==> src/rtl/mem_op_responder.sv <==
// Memory-side responder: executes one memory-op command at a time against a local word store.
// Optional AMO execution is built only when MEM_RESP_AMO_EN is defined.
module mem_op_responder #(
  parameter int DEPTH = 16,
  parameter int TAG_W = 6
) (
  input  logic             clock,
  input  logic             reset,
  input  logic             req_valid,
  output logic             req_ready,
  input  logic [4:0]       req_cmd,
  input  logic [31:0]      req_addr,
  input  logic [63:0]      req_data,
  input  logic [7:0]       req_mask,
  input  logic [TAG_W-1:0] req_tag,
  output logic             resp_valid,
  input  logic             resp_ready,
  output logic [63:0]      resp_data,
  output logic             resp_has_data,
  output logic             resp_err,
  output logic [TAG_W-1:0] resp_tag
);
  localparam int AW = (DEPTH > 1) ? $clog2(DEPTH) : 1;

  localparam logic [4:0] M_XRD       = 5'b00000;
  localparam logic [4:0] M_XWR       = 5'b00001;
  localparam logic [4:0] M_PFR       = 5'b00010;
  localparam logic [4:0] M_PFW       = 5'b00011;
  localparam logic [4:0] M_XA_SWAP   = 5'b00100;
  localparam logic [4:0] M_FLUSH_ALL = 5'b00101;
  localparam logic [4:0] M_XLR       = 5'b00110;
  localparam logic [4:0] M_XSC       = 5'b00111;
  localparam logic [4:0] M_XA_ADD    = 5'b01000;
  localparam logic [4:0] M_XA_XOR    = 5'b01001;
  localparam logic [4:0] M_XA_OR     = 5'b01010;
  localparam logic [4:0] M_XA_AND    = 5'b01011;
  localparam logic [4:0] M_XA_MIN    = 5'b01100;
  localparam logic [4:0] M_XA_MAX    = 5'b01101;
  localparam logic [4:0] M_XA_MINU   = 5'b01110;
  localparam logic [4:0] M_XA_MAXU   = 5'b01111;
  localparam logic [4:0] M_FLUSH     = 5'b10000;
  localparam logic [4:0] M_PWR       = 5'b10001;
  localparam logic [4:0] M_PRODUCE   = 5'b10010;
  localparam logic [4:0] M_CLEAN     = 5'b10011;
  localparam logic [4:0] M_SFENCE    = 5'b10100;
  localparam logic [4:0] M_WOK       = 5'b10111;

  typedef enum logic [1:0] {IDLE, AMO, FLUSH, RESP} state_t;

  function automatic logic [63:0] merge_bytes(input logic [63:0] old_w, input logic [63:0] new_w,
                                               input logic [7:0] mask);
    logic [63:0] m;
    for (int i = 0; i < 8; i++) m[8*i +: 8] = mask[i] ? new_w[8*i +: 8] : old_w[8*i +: 8];
    return m;
  endfunction

`ifdef MEM_RESP_AMO_EN
  function automatic logic [63:0] amo_alu(input logic [4:0] cmd, input logic [63:0] a,
                                          input logic [63:0] b);
    logic signed [63:0] sa;
    logic signed [63:0] sb;
    sa = a;
    sb = b;
    case (cmd)
      M_XA_ADD:  return a + b;
      M_XA_XOR:  return a ^ b;
      M_XA_OR:   return a | b;
      M_XA_AND:  return a & b;
      M_XA_MIN:  return (sa < sb) ? a : b;
      M_XA_MAX:  return (sa > sb) ? a : b;
      M_XA_MINU: return (a < b) ? a : b;
      M_XA_MAXU: return (a > b) ? a : b;
      default:   return b;
    endcase
  endfunction

  logic [4:0]    op_cmd_p1;
  logic [63:0]   op_data_p1;
`endif

  state_t          state;
  logic [63:0]     mem [DEPTH];
  logic [DEPTH-1:0] dirty;
  logic            res_vld;
  logic [AW-1:0]   res_idx;
  logic [AW-1:0]   op_idx_p1;
  logic [AW-1:0]   fidx;
  logic [AW:0]     fcnt;

  // Accept stage: decode the word index and current contents
  logic            accept;
  logic [AW-1:0]   idx_p0;
  logic [63:0]     word_p0;
  logic            res_hit_p0;
  logic            unused_addr;

  assign accept      = req_valid && req_ready;
  assign idx_p0      = req_addr[3 +: AW];
  assign word_p0     = mem[idx_p0];
  assign res_hit_p0  = res_vld && (res_idx == idx_p0);
  assign unused_addr = ^{req_addr[31:3+AW], req_addr[2:0]};

  always_ff @(posedge clock or posedge reset) begin
    if (reset) begin
      state         <= IDLE;
      req_ready     <= 1'b0;
      resp_valid    <= 1'b0;
      resp_data     <= '0;
      resp_has_data <= 1'b0;
      resp_err      <= 1'b0;
      resp_tag      <= '0;
      dirty         <= '0;
      res_vld       <= 1'b0;
      res_idx       <= '0;
      op_idx_p1     <= '0;
      fidx          <= '0;
      fcnt          <= '0;
`ifdef MEM_RESP_AMO_EN
      op_cmd_p1     <= '0;
      op_data_p1    <= '0;
`endif
      for (int i = 0; i < DEPTH; i++) mem[i] <= '0;
    end else begin
      case (state)
        IDLE: begin
          if (accept) begin
            req_ready     <= 1'b0;
            resp_valid    <= 1'b1;
            resp_tag      <= req_tag;
            resp_data     <= '0;
            resp_has_data <= 1'b0;
            resp_err      <= 1'b0;
            state         <= RESP;
            case (req_cmd)
              M_XRD: begin
                resp_data     <= word_p0;
                resp_has_data <= 1'b1;
              end
              M_XWR: begin
                mem[idx_p0]   <= req_data;
                dirty[idx_p0] <= 1'b1;
                if (res_hit_p0) res_vld <= 1'b0;
              end
              M_PWR: begin
                if (|req_mask) begin
                  mem[idx_p0]   <= merge_bytes(word_p0, req_data, req_mask);
                  dirty[idx_p0] <= 1'b1;
                  if (res_hit_p0) res_vld <= 1'b0;
                end
              end
              M_XLR: begin
                resp_data     <= word_p0;
                resp_has_data <= 1'b1;
                res_vld       <= 1'b1;
                res_idx       <= idx_p0;
              end
              M_XSC: begin
                resp_has_data <= 1'b1;
                res_vld       <= 1'b0;
                if (res_hit_p0) begin
                  mem[idx_p0]   <= req_data;
                  dirty[idx_p0] <= 1'b1;
                end else begin
                  resp_data <= 64'd1;
                end
              end
`ifdef MEM_RESP_AMO_EN
              M_XA_SWAP, M_XA_ADD, M_XA_XOR, M_XA_OR, M_XA_AND,
              M_XA_MIN, M_XA_MAX, M_XA_MINU, M_XA_MAXU: begin
                resp_data     <= word_p0;
                resp_has_data <= 1'b1;
                resp_valid    <= 1'b0;
                op_cmd_p1     <= req_cmd;
                op_data_p1    <= req_data;
                op_idx_p1     <= idx_p0;
                state         <= AMO;
              end
`endif
              M_FLUSH_ALL: begin
                resp_has_data <= 1'b1;
                resp_valid    <= 1'b0;
                res_vld       <= 1'b0;
                fidx          <= '0;
                fcnt          <= '0;
                state         <= FLUSH;
              end
              M_PFR, M_PFW, M_FLUSH, M_PRODUCE, M_CLEAN, M_SFENCE, M_WOK: ;
              default: resp_err <= 1'b1;
            endcase
          end else begin
            req_ready <= 1'b1;
          end
        end
`ifdef MEM_RESP_AMO_EN
        // Execute stage: resp_data already holds the old value
        AMO: begin
          mem[op_idx_p1]   <= amo_alu(op_cmd_p1, resp_data, op_data_p1);
          dirty[op_idx_p1] <= 1'b1;
          if (res_vld && (res_idx == op_idx_p1)) res_vld <= 1'b0;
          resp_valid       <= 1'b1;
          state            <= RESP;
        end
`endif
        FLUSH: begin
          dirty[fidx] <= 1'b0;
          if (fidx == AW'(DEPTH - 1)) begin
            resp_data  <= 64'(fcnt + (AW+1)'(dirty[fidx]));
            resp_valid <= 1'b1;
            state      <= RESP;
          end else begin
            fcnt <= fcnt + (AW+1)'(dirty[fidx]);
            fidx <= fidx + 1'b1;
          end
        end
        RESP: begin
          if (resp_ready) begin
            resp_valid <= 1'b0;
            req_ready  <= 1'b1;
            state      <= IDLE;
          end
        end
        default: state <= IDLE;
      endcase
    end
  end

endmodule

==> config.mk <==
export PLATFORM = sky130hd
export DESIGN_NAME = mem_op_responder
export DESIGN_NICKNAME = d
export VERILOG_FILES = /design/src/rtl/mem_op_responder.sv
export SDC_FILE = /design/constraint.sdc
export NUM_CORES = 2
export LEC_CHECK = 0
export CORE_AREA = 2 2 296 298
export DETAILED_ROUTE_END_ITERATION = 7
export DIE_AREA = 0 0 298 300
export GPL_ROUTABILITY_DRIVEN = 1
export PLACE_DENSITY = 0.8
export SKIP_LAST_GASP = 1
export SLEW_MARGIN = 20
export SYNTH_ARGS = -nofsm -noshare
export SYNTH_HDL_FRONTEND = slang
export SYNTH_SLANG_ARGS = --single-unit
==> constraint.sdc <==
create_clock -name clock -period 47.4 [get_ports clock]
set_clock_uncertainty 0.15 [all_clocks]
set_input_delay 9.48 -clock clock [delete_from_list [all_inputs] [get_ports clock]]
set_output_delay 9.48 -clock clock [all_outputs]
set_load 0.01 [all_outputs]
==> flow_metrics.env <==
export IMPL_status="finished clean"
export IMPL_route_vias_total=32900
export IMPL_synth_largest_area_cell="dfrtp_1"
export IMPL_dieArea_um2=89400
export IMPL_ir_drop_uv=46.1
export IMPL_final_util_pct=68.6
export IMPL_synth_top_cell_area_share_pct=53.3
export IMPL_reg2regPathDepth=6
export IMPL_required_ns=47.80
export IMPL_clock_sinks=1130
export IMPL_synth_nets=3848
export IMPL_fp_dieW_um=298
export IMPL_instances_no_fill=5040
export IMPL_cap_viol_max_count=0
export IMPL_p_total_mw=2.23
export IMPL_routed_wl_um=133000
export IMPL_fin_tns_setup_ns=0
export IMPL_synth_compound_area_share_pct=7.02
export IMPL_synth_edf_count=0
export IMPL_fp_row_count=108
export IMPL_synth_mux_area_share_pct=32.7
export IMPL_p_sw_mw=0.548
export IMPL_fmax_ghz=0.0743
export IMPL_antenna_found_initial=2
export IMPL_crit_path_end_kind="register"
export IMPL_setup_violations=0
export IMPL_hold_path_class="reg2reg"
export IMPL_worst_setup_path_type="in2reg"
export IMPL_p_clk_share_pct=41.4
export IMPL_finalWorstSetupSlack_ns=33.94
export IMPL_dr_pass1_iters=5
export IMPL_placed_cells=4830
export IMPL_max_stage_delay_ns=0.71
export IMPL_crit_slowest_cell="buf_4"
export IMPL_drtIter0Drc=2786
export IMPL_synth_simple_area_share_pct=3.90
export IMPL_coreArea_um2=86200
export IMPL_p_int_mw=1.68
export IMPL_first_global_vias=34800
export IMPL_rsz0062_at_grt="no"
export IMPL_relSlewSlack_pct=23.2
export IMPL_slew_violations=0
export IMPL_synthCells=3723
export IMPL_seq_power_share_pct=47.7
export IMPL_r2r_end="mem[754]$_DFFE_PP0P_"
export IMPL_netSwitchingFraction_pct=24.6
export IMPL_hold_viol=0
export IMPL_rrSetupSlack_ns=43.38
export IMPL_cts_resized_gates=0
export IMPL_synth_top_flop_cell="dfrtp_1"
export IMPL_setup_worst_path_start="req_addr[4]"
export IMPL_clock_latency_ns=0.69
export IMPL_grt_overflow_total=0
export IMPL_wire_per_inst_um=26.3
export IMPL_clock_path_buffers=3
export IMPL_endpoint="mem[403]$_DFFE_PP0P_"
export IMPL_ios=193
export IMPL_p_per_area_nw_per_um2=37.6
export IMPL_cts_clk_slew_worst_paths_ns=0.06
export IMPL_r2r_start="state[1]$_DFFE_PP0P_"
export IMPL_port_buffers=164
export IMPL_vias_per_cell=6.53
export IMPL_avgSynthCellArea_um2=14.2
export IMPL_synth_top_family_by_area="multiplexers"
export IMPL_crit_path_frequent_cell="buf_4"
export IMPL_drive_above_1_share_pct=37.8
export IMPL_die_y_um=300
export IMPL_cts_setup_buffers=0
export IMPL_worst_slew_pin_slew_ns=1.15
export IMPL_ys_warn_count=0
export IMPL_root_buffer="clkbuf_16"
export IMPL_synth_fa_ha_area_share_pct=0.142
export IMPL_grt_first_pass_wirelength_um=208000
export IMPL_fin_crit_ns=13.46
export IMPL_finalCritPeriodShare_pct=28.4
export IMPL_p_comb_share_pct=10.9
export IMPL_start_util_pct=61.5
export IMPL_path_cells="buf_8 > buf_4 > buf_4 > buf_12 > mux4_2 > or2_2 > a41o_1 > o21bai_1 > mux2_2"
export IMPL_yosysUniqueCellTypes=69
export IMPL_place_ws_ns=33.29
export IMPL_fin_area_um2=59200
export IMPL_arrival_ns=13.87
export IMPL_grt_max_degree=183
export IMPL_ctsHoldBuffers=0
export IMPL_cts_tree="built"
export IMPL_ys_ff_latch=1130
export IMPL_nets=3917
export IMPL_grt_usage_pct=30.1
export IMPL_drc=0
export IMPL_cts_buffers=114
export IMPL_area_delta_synth_final_pct=11.6
export IMPL_synth_xor_area_share_pct=0.149
export IMPL_cts_htree_levels=3
export IMPL_crit_fanout=102
export IMPL_hold_path_depth=2
export IMPL_whs_ns=0.322
export IMPL_ant_nets=0
export IMPL_yosysSeqAreaShare_pct=53.3
export IMPL_placed_area_um2=55300
export IMPL_synth_area_leaders="dfrtp_1, mux2_2, mux4_2, mux2i_1, mux2_4"
export IMPL_leakage_nw=28.3
export IMPL_dp_hpwl_um=76100
export IMPL_place_gp_congestion=0.796
export IMPL_async_flop_share_pct=100
export IMPL_synthesis_area_um2=53000
export IMPL_worstSetupStartpointType="input port"
==> logic make-up (layout without fill, tap and decap cells) <==
family,after synthesis,after routing
AOI/OAI and AO/OA,499,499
xor gates and xnor gates,9,9
adders and majority gates,6,6
buffers and inverters,273,434
DFF,1130,1130
muxes,1377,1377
other,0,1
and+or+nand+nor,429,429
==> Yosys cell counts, types with 16 or more instances <==
cell type / count
a21boi_0: 47
a21oi_1: 80
a2bb2oi_1: 56
a31oi_1: 45
a41o_1: 41
and3_1: 16
buf_2: 131
buf_4: 48
clkbuf_1: 66
dfrtp_1: 1130
mux2_2: 929
mux2_4: 48
mux2i_1: 227
mux4_2: 172
nand2_1: 185
nand2b_1: 22
nand3_1: 23
nor2_1: 65
o211ai_1: 24
o21ai_0: 90
o21bai_1: 27
or2_1: 22
or2_2: 27
==> power groups by stage <==
stage	logic, mW	clock network, mW	registers [mW]
after floorplan	0.169	0	1.07
after global placement	0.235	0	1.07
after detailed placement	0.241	0	1.08
after CTS	0.243	0.932	1.06
after global routing	0.265	0.971	1.07
final	0.243	0.922	1.06
==> final cells by class <==
type                    instances  area [µm²]
flip-flops and latches       1130       28300
clock buffers                 168        3310
multi-input cells            2320       23400
clock inverters                40         538
diodes                          1        2.50
well taps                    1155        1450
inverters                       7        36.3
repair buffers                219        2130
fillers                      5873       27100
==> layout by cell type, fill, tap and decap left out, drive strengths merged, types with 56 or more instances in the layout <==
cell type | synthesis | routed
a21oi | 80 | 80
mux2i | 227 | 227
clkbuf | 66 | 169
dfrtp | 1130 | 1130
nor2 | 65 | 65
mux4 | 172 | 172
clkdlybuf4s50 | 0 | 160
a2bb2oi | 56 | 56
nand2 | 186 | 186
o21ai | 101 | 101
mux2 | 978 | 978
buf | 200 | 58
==> how the worst min path moves through the flow <==
stage | start | end | slack [ns]
3_5_place_dp | resp_tag[5]$_DFFE_PP0P_ | resp_tag[5]$_DFFE_PP0P_ | 0.31
3_3_place_gp | resp_data[41]$_DFFE_PP0P_ | resp_data[41]$_DFFE_PP0P_ | 0.31
4_1_cts | resp_tag[5]$_DFFE_PP0P_ | resp_tag[5]$_DFFE_PP0P_ | 0.33
5_1_grt | resp_data[41]$_DFFE_PP0P_ | resp_data[41]$_DFFE_PP0P_ | 0.35
2_1_floorplan | mem[912]$_DFFE_PP0P_ | mem[912]$_DFFE_PP0P_ | 0.30
6_report | resp_tag[5]$_DFFE_PP0P_ | resp_tag[5]$_DFFE_PP0P_ | 0.32
==> sequential cells by signal (all words and copies together), names as in the netlist <==
| register | count |
|---|---|
| dirty | 16 |
| res_idx | 4 |
| resp_tag | 6 |
| res_vld | 1 |
| resp_err | 1 |
| resp_has_data | 1 |
| state | 2 |
| resp_data | 64 |
| mem | 1024 |
| fcnt | 5 |
| resp_valid | 1 |
| req_ready | 1 |
| fidx | 4 |
==> worst max-delay path: cells and delay by family <==
| kind | cells | cell delay [ns] |
|---|---|---|
| AO/OA/AOI/OAI | 2 | 0.67 |
| buffers and inverters | 4 | 2.44 |
| AND/OR/NAND/NOR | 1 | 0.30 |
| multiplexers | 2 | 0.76 |
==> layer usage <==
metal	track usage, %	part of all wire (%)	wire length, µm
met1	41.4	42	55400
met2	48.5	48	63300
met3	5.14	6.6	8810
met4	11.4	3.8	5040
met5	0	0.0098	13
Note: power is estimated with default switching activity, not from simulation.
